===== src/rtl/secuenciador_correccion.sv =====
// Sequences one SECDED word through the external correction datapath; result valid LATENCIA+1 edges after inicio.
// Holds the result until dato_listo; inicio is dropped while busy; keeps saturating stats and a blinking double-error LED.
module secuenciador_correccion #(
   parameter int LATENCIA         = 2,
   parameter int ANCHO_CONT       = 8,
   parameter int PERIODO_PARPADEO = 13_500_000
) (
   input  logic                  reloj,
   input  logic                  rst_n,
   input  logic                  inicio,
   input  logic [7:0]            palabra_in,
   input  logic                  limpiar,
   output logic [7:0]            dp_palabra,
   input  logic                  dp_error_simple,
   input  logic                  dp_error_doble,
   input  logic [3:0]            dp_corregido,
   output logic                  ocupado,
   output logic                  dato_valido,
   input  logic                  dato_listo,
   output logic [3:0]            dato_out,
   output logic [1:0]            estado_error,
   output logic [ANCHO_CONT-1:0] cont_simple,
   output logic [ANCHO_CONT-1:0] cont_doble,
   output logic                  led_doblerror
);

   localparam int AW = $clog2(LATENCIA + 1);
   localparam int AP = (PERIODO_PARPADEO > 1) ? $clog2(PERIODO_PARPADEO) : 1;

   typedef enum logic [1:0] {
      REPOSO  = 2'd0,
      ESPERA  = 2'd1,
      ENTREGA = 2'd2
   } estado_t;

   estado_t        estado, estado_sig;
   logic [AW-1:0]  cont_esp;
   logic [AP-1:0]  cont_parpadeo;
   logic           parpadeo;
   logic           acepta, captura, fin;
   logic [1:0]     clase;

   always_ff @(posedge reloj or negedge rst_n) begin
      if (!rst_n) estado <= REPOSO;
      else        estado <= estado_sig;
   end

   // Capture one edge after the datapath's LATENCIA cycles have elapsed, so dp_* are settled.
   always_comb begin
      estado_sig = estado;
      acepta     = 1'b0;
      captura    = 1'b0;
      fin        = 1'b0;
      case (estado)
         REPOSO:  if (inicio) begin
                     acepta     = 1'b1;
                     estado_sig = ESPERA;
                  end
         ESPERA:  if (cont_esp == AW'(LATENCIA)) begin
                     captura    = 1'b1;
                     estado_sig = ENTREGA;
                  end
         ENTREGA: if (dato_listo) begin
                     fin        = 1'b1;
                     estado_sig = REPOSO;
                  end
         default: estado_sig = REPOSO;
      endcase
   end

   always_comb begin
      clase = 2'b00;
      if (dp_error_doble)       clase = 2'b10;
      else if (dp_error_simple) clase = 2'b01;
   end

   always_ff @(posedge reloj or negedge rst_n) begin
      if (!rst_n) begin
         dp_palabra   <= '0;
         ocupado      <= 1'b0;
         cont_esp     <= '0;
         dato_valido  <= 1'b0;
         dato_out     <= '0;
         estado_error <= 2'b00;
      end else begin
         if (acepta) begin
            dp_palabra <= palabra_in;
            ocupado    <= 1'b1;
            cont_esp   <= '0;
         end
         if (estado == ESPERA) cont_esp <= cont_esp + 1'b1;
         if (captura) begin
            dato_out     <= dp_corregido;
            estado_error <= clase;
            dato_valido  <= 1'b1;
         end
         if (fin) begin
            dato_valido <= 1'b0;
            ocupado     <= 1'b0;
         end
      end
   end

   // limpiar outranks the capture increment; counters stick at all-ones.
   always_ff @(posedge reloj or negedge rst_n) begin
      if (!rst_n) begin
         cont_simple <= '0;
         cont_doble  <= '0;
      end else if (limpiar) begin
         cont_simple <= '0;
         cont_doble  <= '0;
      end else if (captura) begin
         if (clase == 2'b01 && cont_simple != '1) cont_simple <= cont_simple + 1'b1;
         if (clase == 2'b10 && cont_doble  != '1) cont_doble  <= cont_doble + 1'b1;
      end
   end

   always_ff @(posedge reloj or negedge rst_n) begin
      if (!rst_n) begin
         led_doblerror <= 1'b0;
         cont_parpadeo <= '0;
         parpadeo      <= 1'b0;
      end else if (limpiar) begin
         led_doblerror <= 1'b0;
         cont_parpadeo <= '0;
         parpadeo      <= 1'b0;
      end else if (captura) begin
         led_doblerror <= (clase == 2'b10);
         cont_parpadeo <= '0;
         parpadeo      <= (clase == 2'b10);
      end else if (parpadeo) begin
         if (cont_parpadeo == AP'(PERIODO_PARPADEO - 1)) begin
            cont_parpadeo <= '0;
            led_doblerror <= ~led_doblerror;
         end else begin
            cont_parpadeo <= cont_parpadeo + 1'b1;
         end
      end
   end

endmodule


===== config.mk =====
export PLATFORM = sky130hd
export DESIGN_NAME = secuenciador_correccion
export DESIGN_NICKNAME = d
export VERILOG_FILES = /design/src/rtl/secuenciador_correccion.sv
export SDC_FILE = /design/constraint.sdc
export NUM_CORES = 1
export LEC_CHECK = 0
export ABC_CLOCK_PERIOD_IN_PS = 2400
export BUFFER_PORTS_ARGS = -buffer_cell sky130_fd_sc_hd__buf_2
export CORE_ASPECT_RATIO = 1.5
export CORE_MARGIN = 3
export CORE_UTILIZATION = 50
export DETAILED_ROUTE_END_ITERATION = 16
export GPL_TIMING_DRIVEN = 0
export HOLD_SLACK_MARGIN = 0.08
export PLACE_DENSITY = 0.72
export SYNTH_ARGS = -nofsm -noshare
export SYNTH_HDL_FRONTEND = slang
export SYNTH_SLANG_ARGS = --single-unit

===== constraint.sdc =====
create_clock -name reloj -period 2.4 [get_ports reloj]
set_input_delay 0.12 -clock reloj [delete_from_list [all_inputs] [get_ports reloj]]
set_output_delay 0.12 -clock reloj [all_outputs]
set_load 0.01 [all_outputs]

==> run_results.csv <==
group,metric,value,unit
run,cap_violations,0,
global_route,grt_pass1_wl,13100,um
global_route,grt_max_degree,63,
drt,via_per_inst,5.78,
synthesis,yosys_register_bits,62,
sta,slew_headroom,0.471,
sta,tns,0,ns
synthesis,synthAdderAreaFrac,0.0158,
min_path,min_from,"inicio",
synthesis,synth_edf_count,0,
synthesis,yosys.area_share.simple,0.265,
global_route,grt-ovfl-total,0,
cells_and_area,stdcell_count,476,
sta,fin_skew,0.00483,ns
sta,report.final.slew_viol_count,0,
global_route,grtUsageTotal,0.226,
synthesis,syn-num-nets,347,
setup_path,cp_max_fo,9,
placement,hpwlAfterDp,5340,um
setup_path,crit_family,"simple AND/OR/NAND/NOR gates",
power_and_ir_drop,ir_drop,528,uV
drt,drt_iter0_drc,226,
floorplanning,coreArea,5960,um^2
setup_path,reg2reg_slack,0.16,ns
setup_path,crit_arrival,2.47,ns
cts,clkSinkCount,62,
cts,htreeDepth,3,
synthesis,avgSynthCellArea,9.77,um^2
cells_and_area,most-common-layout-cells,"dfrtp_1 (62), buf_2 (52), nand2_1 (45)",
setup_path,end_kind,"flip-flop",
sta,worst_pin_slew,0.793,ns
global_route,grt_pass1_vias,2814,
synthesis,synth-compound-area-share,0.103,
cts,cts_made_buffers,9,
power_and_ir_drop,pwr-share-clk,0.297,
floorplanning,num_rows,34,
synthesis,synthMuxAreaShare,0.0348,
setup_path,worstReg2RegEnd,"cont_parpadeo[22]",
power_and_ir_drop,leakagePower,1.76,nW
run_status,outcome,"complete, no violations",
floorplanning,die_height,103,um
sta,worst_slack,0.159,ns
placement,gp_congestion,0.901,
floorplanning,start_util,0.532,
setup_path,required,2.63,ns
min_path,hold_depth,3,
setup_path,crit_type,"flip-flop to flip-flop",
cells_and_area,fin_util,0.645,
sta,hold_viol_final,0,
cts,cts_tree,"built",
power_and_ir_drop,intPower,0.00205,W
power_and_ir_drop,p_switching,0.000974,W
synthesis,yosysWarnings,0,
cts,clk-insertion-delay-late,0.34,ns
floorplanning,die-area,7340,um^2
synthesis,postSynthCellCount,324,
cells_and_area,final_nets,423,
drt,dr.pass1.iters,5,
min_path,hp-class,"primary input to flip-flop",
drt,vias,2751,
sta,grt_setup_unrepaired,"true",
floorplanning,io_pins,52,
power_and_ir_drop,p_comb_frac,0.269,
sta,fin_crit_sh,0.934,
setup_path,crit_buf_inv,0,
global_route,antenna_found_initial,0,
synthesis,async_flop_share,1.00,
setup_path,cp.depth,5,
placement,port_buffers,51,
floorplanning,die_w,71.0,um
cts,ctsRootBufferMaster,"clkbuf_8",
setup_path,critPathMaxStageDelay,0.57,ns
power_and_ir_drop,p_seq_frac,0.434,
cells_and_area,syn_to_final_growth,21.4,%
min_path,hold_end,"ocupado",
placement,pre_cts_ws,0.0420,ns
power_and_ir_drop,power_density,788,nW/um^2
synthesis,synth_top_family_by_area,"simple AND/OR/NAND/NOR gates",
synthesis,ys.flop_type,"dfrtp_1",
synthesis,synth_xor_area_frac,0.0609,
synthesis,synthDistinctLibCells,55,
drt,ant_nets,0,
sta,setup_viol,0,
drt,drt_wl_total,7690,um
cts,cts_buffer_depth,2,
cells_and_area,layout_commonest_cell,"dfrtp_1",
sta,max_freq,446,MHz
cells_and_area,antenna_cells,0,
cts,cts.clk_slew.worst_paths,0.07,ns
drt,drc,0,
synthesis,synth_area,3170,um^2
setup_path,crit_slowest_cell,"or4b_4",
cells_and_area,drive_above_1_share,0.218,
setup_path,cp_cell_sequence,"or4b_4 -> nor4_4 -> a21oi_1 -> and3_1 -> a31o_1",
placement,dp.cells,447,
setup_path,reg2reg_depth,5,
setup_path,r2r-start,"cont_parpadeo[21]",
power_and_ir_drop,p_total,0.00303,W
setup_path,worstSetupStartpointType,"flip-flop",
power_and_ir_drop,swShare,0.322,
drt,wire_per_inst,16.1,um
synthesis,synth.yosys.seq_area_share,0.490,
sta,min_period,2.24,ns
==> per-layer routing <==
metal  global-route usage  up-vias  wire [um]
met5                    0        -          0
met4                0.106        0        124
met3               0.0551       14        415
met2                0.395       83       4000
met1                0.260     1341       3140
li1                     -     1313          -
==> worst register-to-register path: stages (launching register included) <==
cell,delay (ns)
dfrtp_1,0.44
or4b_4,0.57
nor4_4,0.37
a21oi_1,0.32
and3_1,0.24
a31o_1,0.19
==> flip-flops by register name (all words and copies together), names as in the netlist, 2 cells and up <==
| name | cells |
|---|---|
| cont_doble | 8 |
| cont_esp | 2 |
| cont_parpadeo | 24 |
| cont_simple | 8 |
| dato_out | 4 |
| dp_palabra | 8 |
| estado | 2 |
| estado_error | 2 |
==> cells in the mapped netlist (2+ instances only) <==
library cell | number | area (um^2)
a21o_1 | 2 | 15.0
a21oi_1 | 14 | 70.1
a311oi_1 | 2 | 17.5
a32o_1 | 3 | 30.0
a41oi_1 | 2 | 17.5
and3_1 | 5 | 31.3
and4_1 | 3 | 26.3
buf_2 | 2 | 10.0
clkbuf_1 | 8 | 30.0
dfrtp_1 | 62 | 1550
ha_1 | 4 | 50.1
inv_1 | 8 | 30.0
mux2_2 | 8 | 90.1
mux2i_1 | 2 | 20.0
nand2_1 | 45 | 169
nand2b_1 | 2 | 12.5
nand3_1 | 15 | 75.1
nand3b_1 | 5 | 37.5
nand4_1 | 11 | 68.8
nand4b_1 | 2 | 17.5
nor2_1 | 34 | 128
nor3_1 | 8 | 40.0
nor4_1 | 9 | 56.3
o211a_1 | 2 | 20.0
o21ai_0 | 8 | 40.0
o21ai_1 | 7 | 35.0
or4_1 | 2 | 15.0
or4b_1 | 2 | 20.0
xnor2_1 | 10 | 87.6
xor2_1 | 12 | 105
==> per-stage QoR <==
step | cell area [um^2] | hold WS [ns]
global placement | 3510 | 0.310
detailed placement | 3510 | 0.312
floorplan | 3170 | -0.176
CTS | 3830 | 0.102
global route | 3840 | 0.162
finish | 3840 | 0.111
==> kinds of logic after synthesis <==
family | after synthesis
AO/OA/AOI/OAI | 49
flip-flops | 62
multiplexers | 10
buffers and inverters | 20
AND/OR/NAND/NOR | 157
XOR/XNOR | 22
adder cells (fa/ha/maj) | 4
==> worst max-delay path by stage <==
stage | startpoint | end | slack [ns]
3_5_place_dp | cont_esp[0] | cont_parpadeo[13] | 0.04
2_1_floorplan | cont_parpadeo[21] | cont_parpadeo[18] | 0.42
5_1_grt | cont_parpadeo[9] | cont_parpadeo[18] | -0.005
4_1_cts | cont_esp[0] | cont_parpadeo[13] | 0.07
3_3_place_gp | cont_esp[0] | cont_parpadeo[13] | 0.11
6_report | cont_parpadeo[21] | cont_parpadeo[22] | 0.16
==> power groups by stage <==
stage	Combinational (W)	Clock, W	Sequential (W)
2_1_floorplan	0.000432	0	0.00139
3_3_place_gp	0.000776	0	0.00133
3_5_place_dp	0.000799	0	0.00133
4_1_cts	0.000814	0.000917	0.00132
5_1_grt	0.000918	0.000955	0.00133
6_report	0.000815	0.000898	0.00132
==> layout make-up <==
cell class	instances	area [um^2]
Multi-Input combinational cell	242	1520
Fill cell	483	2110
Tap cell	72	90.1
Inverter	8	30.0
Buffer	12	66.3
Sequential cell	62	1550
Timing Repair Buffer	65	398
Clock buffer	11	141
Clock inverter	4	47.5
==> timing repair <==
| action | in CTS | in global routing |
|---|---|---|
| gates resized for setup | 0 | 2 |
| setup endpoints to repair | 0 | 11 |
| hold endpoints to repair | 13 | 62 |
| hold buffers | 13 | 1 |
| setup buffers | 0 | 0 |
Note: power is estimated with default switching activity, not from simulation.
